$ cat config.mk
export PLATFORM = sky130hd
export DESIGN_NAME = oserdes_tx_flat
export DESIGN_NICKNAME = d
export VERILOG_FILES = /design/src/rtl/serdes_pkg.sv /design/src/rtl/oserdes_tx_if.sv /design/src/rtl/serdes_bitcnt.sv /design/src/rtl/oserdes_tx.sv /design/src/flat_wrapper.sv
export SDC_FILE = /design/constraint.sdc
export NUM_CORES = 1
export LEC_CHECK = 0
export ABC_AREA = 1
export ABC_CLOCK_PERIOD_IN_PS = 1700
export BUFFER_PORTS_ARGS = -buffer_cell sky130_fd_sc_hd__buf_2
export CORE_UTILIZATION = 53
export CTS_BUF_LIST = sky130_fd_sc_hd__clkbuf_2
export DETAILED_ROUTE_END_ITERATION = 12
export PLACE_DENSITY = 0.79
export SLEW_MARGIN = 20
export SYNTH_ARGS = -nofsm -noshare
export SYNTH_HDL_FRONTEND = slang
export SYNTH_SLANG_ARGS = --single-unit
export TNS_END_PERCENT = 30
$ cat constraint.sdc
create_clock -name CLK0 -period 1.7 [get_ports CLK0]
set_input_delay 0.17 -clock CLK0 [delete_from_list [all_inputs] [get_ports CLK0]]
set_output_delay 0.17 -clock CLK0 [all_outputs]
set_load 0.005 [all_outputs]
$ cat src/rtl/serdes_pkg.sv
// Constants and helpers shared by the serializer and deserializer models.
package serdes_pkg;
   localparam int DW_MIN = 2;
   localparam int DW_MAX = 8;
   localparam int CNT_W = $clog2(DW_MAX);
   localparam logic [7:0] TRAIN_PATTERN_DEFAULT = 8'h2C;

   function automatic logic [7:0] sat_inc(input logic [7:0] v);
      return (v == 8'hFF) ? v : v + 8'd1;
   endfunction
endpackage

$ cat src/rtl/oserdes_tx_if.sv
// Parallel-load / serial-out bundle of oserdes_tx; master drives words, slave serializes.
interface oserdes_tx_if #(
   parameter int DATA_WIDTH = 4
);
   logic                  OCE;
   logic [DATA_WIDTH-1:0] D;
   logic                  DVALID;
   logic                  DREADY;
   logic                  OQ;
   logic                  UNDERRUN;
   logic [7:0]            UNDERRUN_CNT;

   modport master (output OCE, D, DVALID, input DREADY, OQ, UNDERRUN, UNDERRUN_CNT);
   modport slave  (input OCE, D, DVALID, output DREADY, OQ, UNDERRUN, UNDERRUN_CNT);
endinterface

$ cat src/rtl/serdes_bitcnt.sv
// Enable-gated bit counter wrapping 0..MAX_VAL; reset value is a parameter so the
// receiver side can start at a different phase.
module serdes_bitcnt #(
   parameter int               CNT_W   = 3,
   parameter logic [CNT_W-1:0] MAX_VAL = '1,
   parameter logic [CNT_W-1:0] RST_VAL = '0
) (
   input  logic             clk_i,
   input  logic             rst_i,
   input  logic             en_i,
   output logic [CNT_W-1:0] cnt_o
);
   logic [CNT_W-1:0] cnt_q, cnt_d;

   always_comb begin
      cnt_d = cnt_q;
      if (en_i) begin
         cnt_d = (cnt_q == MAX_VAL) ? '0 : cnt_q + 1'b1;
      end
   end

   always_ff @(posedge clk_i) begin
      if (rst_i) cnt_q <= RST_VAL;
      else       cnt_q <= cnt_d;
   end

   assign cnt_o = cnt_q;
endmodule

$ cat src/rtl/oserdes_tx.sv
// Parallel-to-serial transmitter, LSB first, one word per DATA_WIDTH enabled cycles.
// Define OSERDES_TRAIN_EN to send TRAIN_PATTERN on underrun slots (else all-zero).
module oserdes_tx
   import serdes_pkg::*;
#(
   parameter int         DATA_WIDTH    = 4,
   parameter logic [7:0] TRAIN_PATTERN = TRAIN_PATTERN_DEFAULT
) (
   input logic          CLK0,
   input logic          RST,
   oserdes_tx_if.slave  bus
);
   if (DATA_WIDTH < DW_MIN || DATA_WIDTH > DW_MAX) begin : g_bad_width
      $error("oserdes_tx: DATA_WIDTH out of range");
   end

`ifdef OSERDES_TRAIN_EN
   localparam bit TRAIN_ON = 1'b1;
`else
   localparam bit TRAIN_ON = 1'b0;
`endif
   localparam logic [DATA_WIDTH-1:0] IDLE_WORD =
      TRAIN_ON ? TRAIN_PATTERN[DATA_WIDTH-1:0] : '0;
   localparam logic [CNT_W-1:0] LAST_BIT = CNT_W'(DATA_WIDTH - 1);

   logic [CNT_W-1:0]      cnt;
   logic                  slot;
   logic [DATA_WIDTH-1:0] sreg_q, sreg_d;
   logic                  oq_q, oq_d;
   logic                  ur_q, ur_d;
   logic [7:0]            ur_cnt_q, ur_cnt_d;

   // Reset parks the counter on the last bit so the first enabled cycle is a load slot.
   serdes_bitcnt #(
      .CNT_W   (CNT_W),
      .MAX_VAL (LAST_BIT),
      .RST_VAL (LAST_BIT)
   ) u_bitcnt (
      .clk_i (CLK0),
      .rst_i (RST),
      .en_i  (bus.OCE),
      .cnt_o (cnt)
   );

   assign slot = bus.OCE & (cnt == LAST_BIT);

   always_comb begin
      sreg_d   = sreg_q;
      oq_d     = oq_q;
      ur_d     = ur_q;
      ur_cnt_d = ur_cnt_q;
      if (bus.OCE) begin
         if (slot) begin
            if (bus.DVALID) begin
               sreg_d = bus.D;
            end else begin
               sreg_d   = IDLE_WORD;
               ur_d     = 1'b1;
               ur_cnt_d = sat_inc(ur_cnt_q);
            end
         end else begin
            sreg_d = sreg_q >> 1;
         end
         // OQ tracks the LSB the register is about to hold, giving one cycle of latency.
         oq_d = sreg_d[0];
      end
   end

   always_ff @(posedge CLK0) begin
      if (RST) begin
         sreg_q   <= '0;
         oq_q     <= 1'b0;
         ur_q     <= 1'b0;
         ur_cnt_q <= 8'd0;
      end else begin
         sreg_q   <= sreg_d;
         oq_q     <= oq_d;
         ur_q     <= ur_d;
         ur_cnt_q <= ur_cnt_d;
      end
   end

   assign bus.DREADY       = slot & ~RST;
   assign bus.OQ           = oq_q;
   assign bus.UNDERRUN     = ur_q;
   assign bus.UNDERRUN_CNT = ur_cnt_q;
endmodule

$ cat src/flat_wrapper.sv
// flat-port wrapper written by rule: the top's interface ports become plain ports
module oserdes_tx_flat import serdes_pkg::*;
#(
   parameter int         DATA_WIDTH    = 4,
   parameter logic [7:0] TRAIN_PATTERN = TRAIN_PATTERN_DEFAULT
)
  (CLK0, RST, bus_OCE, bus_D, bus_DVALID, bus_DREADY, bus_OQ, bus_UNDERRUN, bus_UNDERRUN_CNT);
  oserdes_tx_if #(.DATA_WIDTH(DATA_WIDTH)) bus_i ();
  input logic CLK0;
  input logic RST;
  input wire logic [$bits(bus_i.OCE)-1:0] bus_OCE;
  input wire logic [$bits(bus_i.D)-1:0] bus_D;
  input wire logic [$bits(bus_i.DVALID)-1:0] bus_DVALID;
  output wire logic [$bits(bus_i.DREADY)-1:0] bus_DREADY;
  output wire logic [$bits(bus_i.OQ)-1:0] bus_OQ;
  output wire logic [$bits(bus_i.UNDERRUN)-1:0] bus_UNDERRUN;
  output wire logic [$bits(bus_i.UNDERRUN_CNT)-1:0] bus_UNDERRUN_CNT;
  assign bus_i.OCE = bus_OCE;
  assign bus_i.D = bus_D;
  assign bus_i.DVALID = bus_DVALID;
  assign bus_DREADY = bus_i.DREADY;
  assign bus_OQ = bus_i.OQ;
  assign bus_UNDERRUN = bus_i.UNDERRUN;
  assign bus_UNDERRUN_CNT = bus_i.UNDERRUN_CNT;
  oserdes_tx #(.DATA_WIDTH(DATA_WIDTH), .TRAIN_PATTERN(TRAIN_PATTERN)) u_core (.CLK0(CLK0), .RST(RST), .bus(bus_i));
endmodule
==> impl.org <==
** Hold path
- Type of the worst min-delay path :: in -> reg

** Placement
- Count of buffers inserted at the top-level ports :: 18
- In this run the cell area measured after placement is approximately 880 µm².
- The congestion estimate from routability-driven global placement came to 0.802.
- Once detailed placement completed, the half-perimeter wirelength came to approximately 1200 µm.

** GRT
- Pin count of the biggest net entering global routing :: 10
- For this run, the total global-route usage over all layers was measured as between 20% and 30%.
- Initial antenna violation count :: 0
- Global routing finished with a remaining overflow of 0.
- Vias in the first global route :: 604
- Global-route wire length before repair :: between 2000 and 2500 µm

** Layout
- Counting the fill cells in the layout gives 127.
- Commonest cells after routing, fill and taps aside :: 30 x nand2_1, 20 x nor2_1, 18 x buf_2
- The finished cells cover between 800 and 900 µm².
- Fraction of layout instances using a drive strength above 1 :: 20.1%
- Most common library cell in the layout ignoring fill and taps :: nand2_1
- 0 antenna diodes ended up in the layout.
- The area growth from synthesis to layout is 15.8%.
- After the last flow step, the layout net total stands at around 150.

** Logic synthesis
- Of the synthesized area, sequential elements account for between 40% and 50%.
- Avg Synthesized Cell Area :: 6.86 µm²
- Counting flops and latches in the post-synthesis netlist gives 16.
- Post-synthesis instance area :: between 700 and 800 µm²
- For this run, the number of Yosys warnings is 0.
- Counting distinct cell types in the post-synthesis netlist gives 21.
- The cell count after synthesis came out at roughly 110.
- Number of nets in the synthesized netlist :: 123

** Detailed routing
- Dividing the detail-routed via count by the number of cells gives roughly 5.0.
- First drt pass iteration count :: 3
- Post-detailed-route wirelength per cell :: ~10 µm
- After the first detailed-routing iteration, the DRC count stood at 14.
- After detailed routing, the number of remaining DRC violations is 0.
- In this run the remaining antenna-violating nets after routing total 0.
- Across all layers, the routed design uses roughly 740 vias.
- The routed design has 1540 µm of wire.

** Outcome
- The flow ran to the end, and the final reports show no timing, DRC or antenna violations.

** CTS
- Clock tree synthesis found a total of 16 sinks.
- Maximum clock insertion buffer count :: 2
- Clock Pin Slew Worst Setup and Hold Paths :: roughly 160 ps
- For the worst-skew pair, the clock arrives at the later sink with an insertion delay of roughly 290 ps.
- TritonCTS built the clock tree.
- In this run, post-CTS hold repair placed 0 buffers.
- Cell at the root of the clock tree :: clkbuf_2
- Maximum level of the CTS H-tree :: 1
- Number of buffers inserted during clock tree synthesis :: 3
- Post-CTS timing repair inserted 0 buffers for setup.
- Number of instances resized during post-cts repair :: 0

** Floorplanning
- Once the floorplan was initialized, standard cells occupied about three fifths of the core.
- The die is 40.3 µm wide.
- The floorplan step defined a core boundary enclosing about 1300 µm².
- Number of I/O pins :: 19
- The floorplan step defined a die boundary enclosing 1620 µm².
- Vertical extent of the die :: around 40 µm
- Row generation in the floorplan step produced 13 rows.

** Timing
- In the final timing run, aggregate negative setup slack is 0 ps.
- Time the final worst path needs with I/O delays and setup :: 1470 ps
- The number of hold-slack violations in the final timing report is 0.
- Max Transition Viols Final :: 0
- Final count of negative-setup-slack endpoints :: 0
- Final clock period utilization by the worst path :: around 87%
- Measured against its own limit, the worst slew margin works out to between 70 and 80%.
- Top achievable clock speed :: 0.679 GHz
- Setup repair after global routing missed its margin :: no
- For the pin with the worst max-slew slack, the measured transition is ~350 ps.
- Clock skew :: ~5.8 ps

** Worst setup path
- Type of destination of the critical path :: output pin
- For flop-to-flop paths, the worst setup slack is ~250 ps.
- The worst setup path is of the reg -> out kind.
- At the worst endpoint, the arrival time is about 1300 ps.
- For the worst setup path, the data required time is 1530 ps.
- The worst setup path is launched from a register.
- Max Fanout on Critical Path :: 4

** Pwr
- For this design the ratio of total power to cell area is 715 nW/µm².
- The analysis attributes to cell leakage a power of 0.000458 µW.
- IR analysis of the VDD net gives a maximum drop of around 0.55 mV.

** Flow run
- The tool flagged a number of max-cap violations equal to 0.
Yosys cell counts, drive strengths merged:
| cell | instances | area share (%) |
|---|---|---|
| a21oi | 3 | 2.4 |
| a22oi | 1 | 0.97 |
| buf | 1 | 0.64 |
| clkinv | 1 | 0.48 |
| dfxtp | 16 | 41 |
| ha | 2 | 3.2 |
| inv | 14 | 6.8 |
| nand2 | 33 | 17 |
| nand3 | 12 | 7.7 |
| nand4 | 2 | 1.6 |
| nor2 | 20 | 9.7 |
| nor3 | 2 | 2.7 |
| o211ai | 1 | 0.97 |
| o21ai | 2 | 1.3 |
| o31ai | 1 | 0.97 |
| xnor2 | 1 | 1.1 |
| xor2 | 1 | 1.1 |
worst paths after layout:
path                                  from                    endpoint  cells past startpoint
hold / removal                     bus_OCE            u_core.sreg_q[3]                      2
hold reg to reg        u_core.bus.UNDERRUN         u_core.bus.UNDERRUN                      2
setup reg to reg  u_core.u_bitcnt.cnt_o[0]  u_core.bus.UNDERRUN_CNT[0]                      8
setup / recovery  u_core.u_bitcnt.cnt_o[0]                  bus_DREADY                      4
registers in the layout, indices dropped and copies added (netlist names):
signal / flops
u_core.bus.UNDERRUN: 1
u_core.bus.UNDERRUN_CNT: 8
u_core.u_bitcnt.cnt_o: 3
u_core.sreg_q: 4
through the flow:
stage / hold slack (ps) / cells / worst slack, ps / util (%) / power [µW]
detailed placement: 411 / 145 / 273 / 65.9 / 479
floorplan: 274 / 113 / 423 / - / 451
CTS: 103 / 149 / 216 / 67.4 / 645
global route: 93.3 / 149 / 69.7 / 67.4 / 676
global placement: 416 / 145 / 329 / 65.9 / 476
finish: 98.6 / 149 / 227 / 67.4 / 642
critical path, stage by stage (launching register included):
cell	delay [ps]
dfxtp_1	380
ha_1	190
nand2_2	100
nor3_1	190
buf_2	150
power breakdown:
part	internal (µW)	switching [µW]	total [µW]
sequential	388	8.00	396
combinational	29.5	44.8	74.3
clock	51.1	121	172
kinds of logic (layout without fill, tap and decap cells):
kind of cell | Yosys count | after routing | share of synthesized area, %
fa+ha+maj | 2 | 2 | 3.23
flops | 16 | 16 | 41.3
simple gates | 69 | 69 | 38.7
buf+inv | 16 | 37 | 7.90
xor+xnor | 2 | 2 | 2.26
compound gates | 8 | 8 | 6.61
routing by layer:
| metal | up-vias | track usage [%] | wire length [µm] |
|---|---|---|---|
| met4 | 0 | 12.5 | 34 |
| met3 | 5 | 5.00 | 52 |
| met2 | 15 | 36.3 | 681 |
| met1 | 321 | 29.6 | 775 |
| li1 | 398 | - | - |
| met5 | - | 0 | 0 |
area by class of cell:
| class | count | area (µm²) | area share (%) |
|---|---|---|---|
| repair buffers | 18 | 90.1 | 10.0 |
| clock inverters | 1 | 3.75 | 0.418 |
| multi-input cells | 81 | 394 | 43.9 |
| clock buffers | 3 | 15.0 | 1.67 |
| well taps | 15 | 18.8 | 2.09 |
| flip-flops and latches | 16 | 320 | 35.7 |
| inverters | 15 | 56.3 | 6.27 |
(Power assumes the default switching activity.)
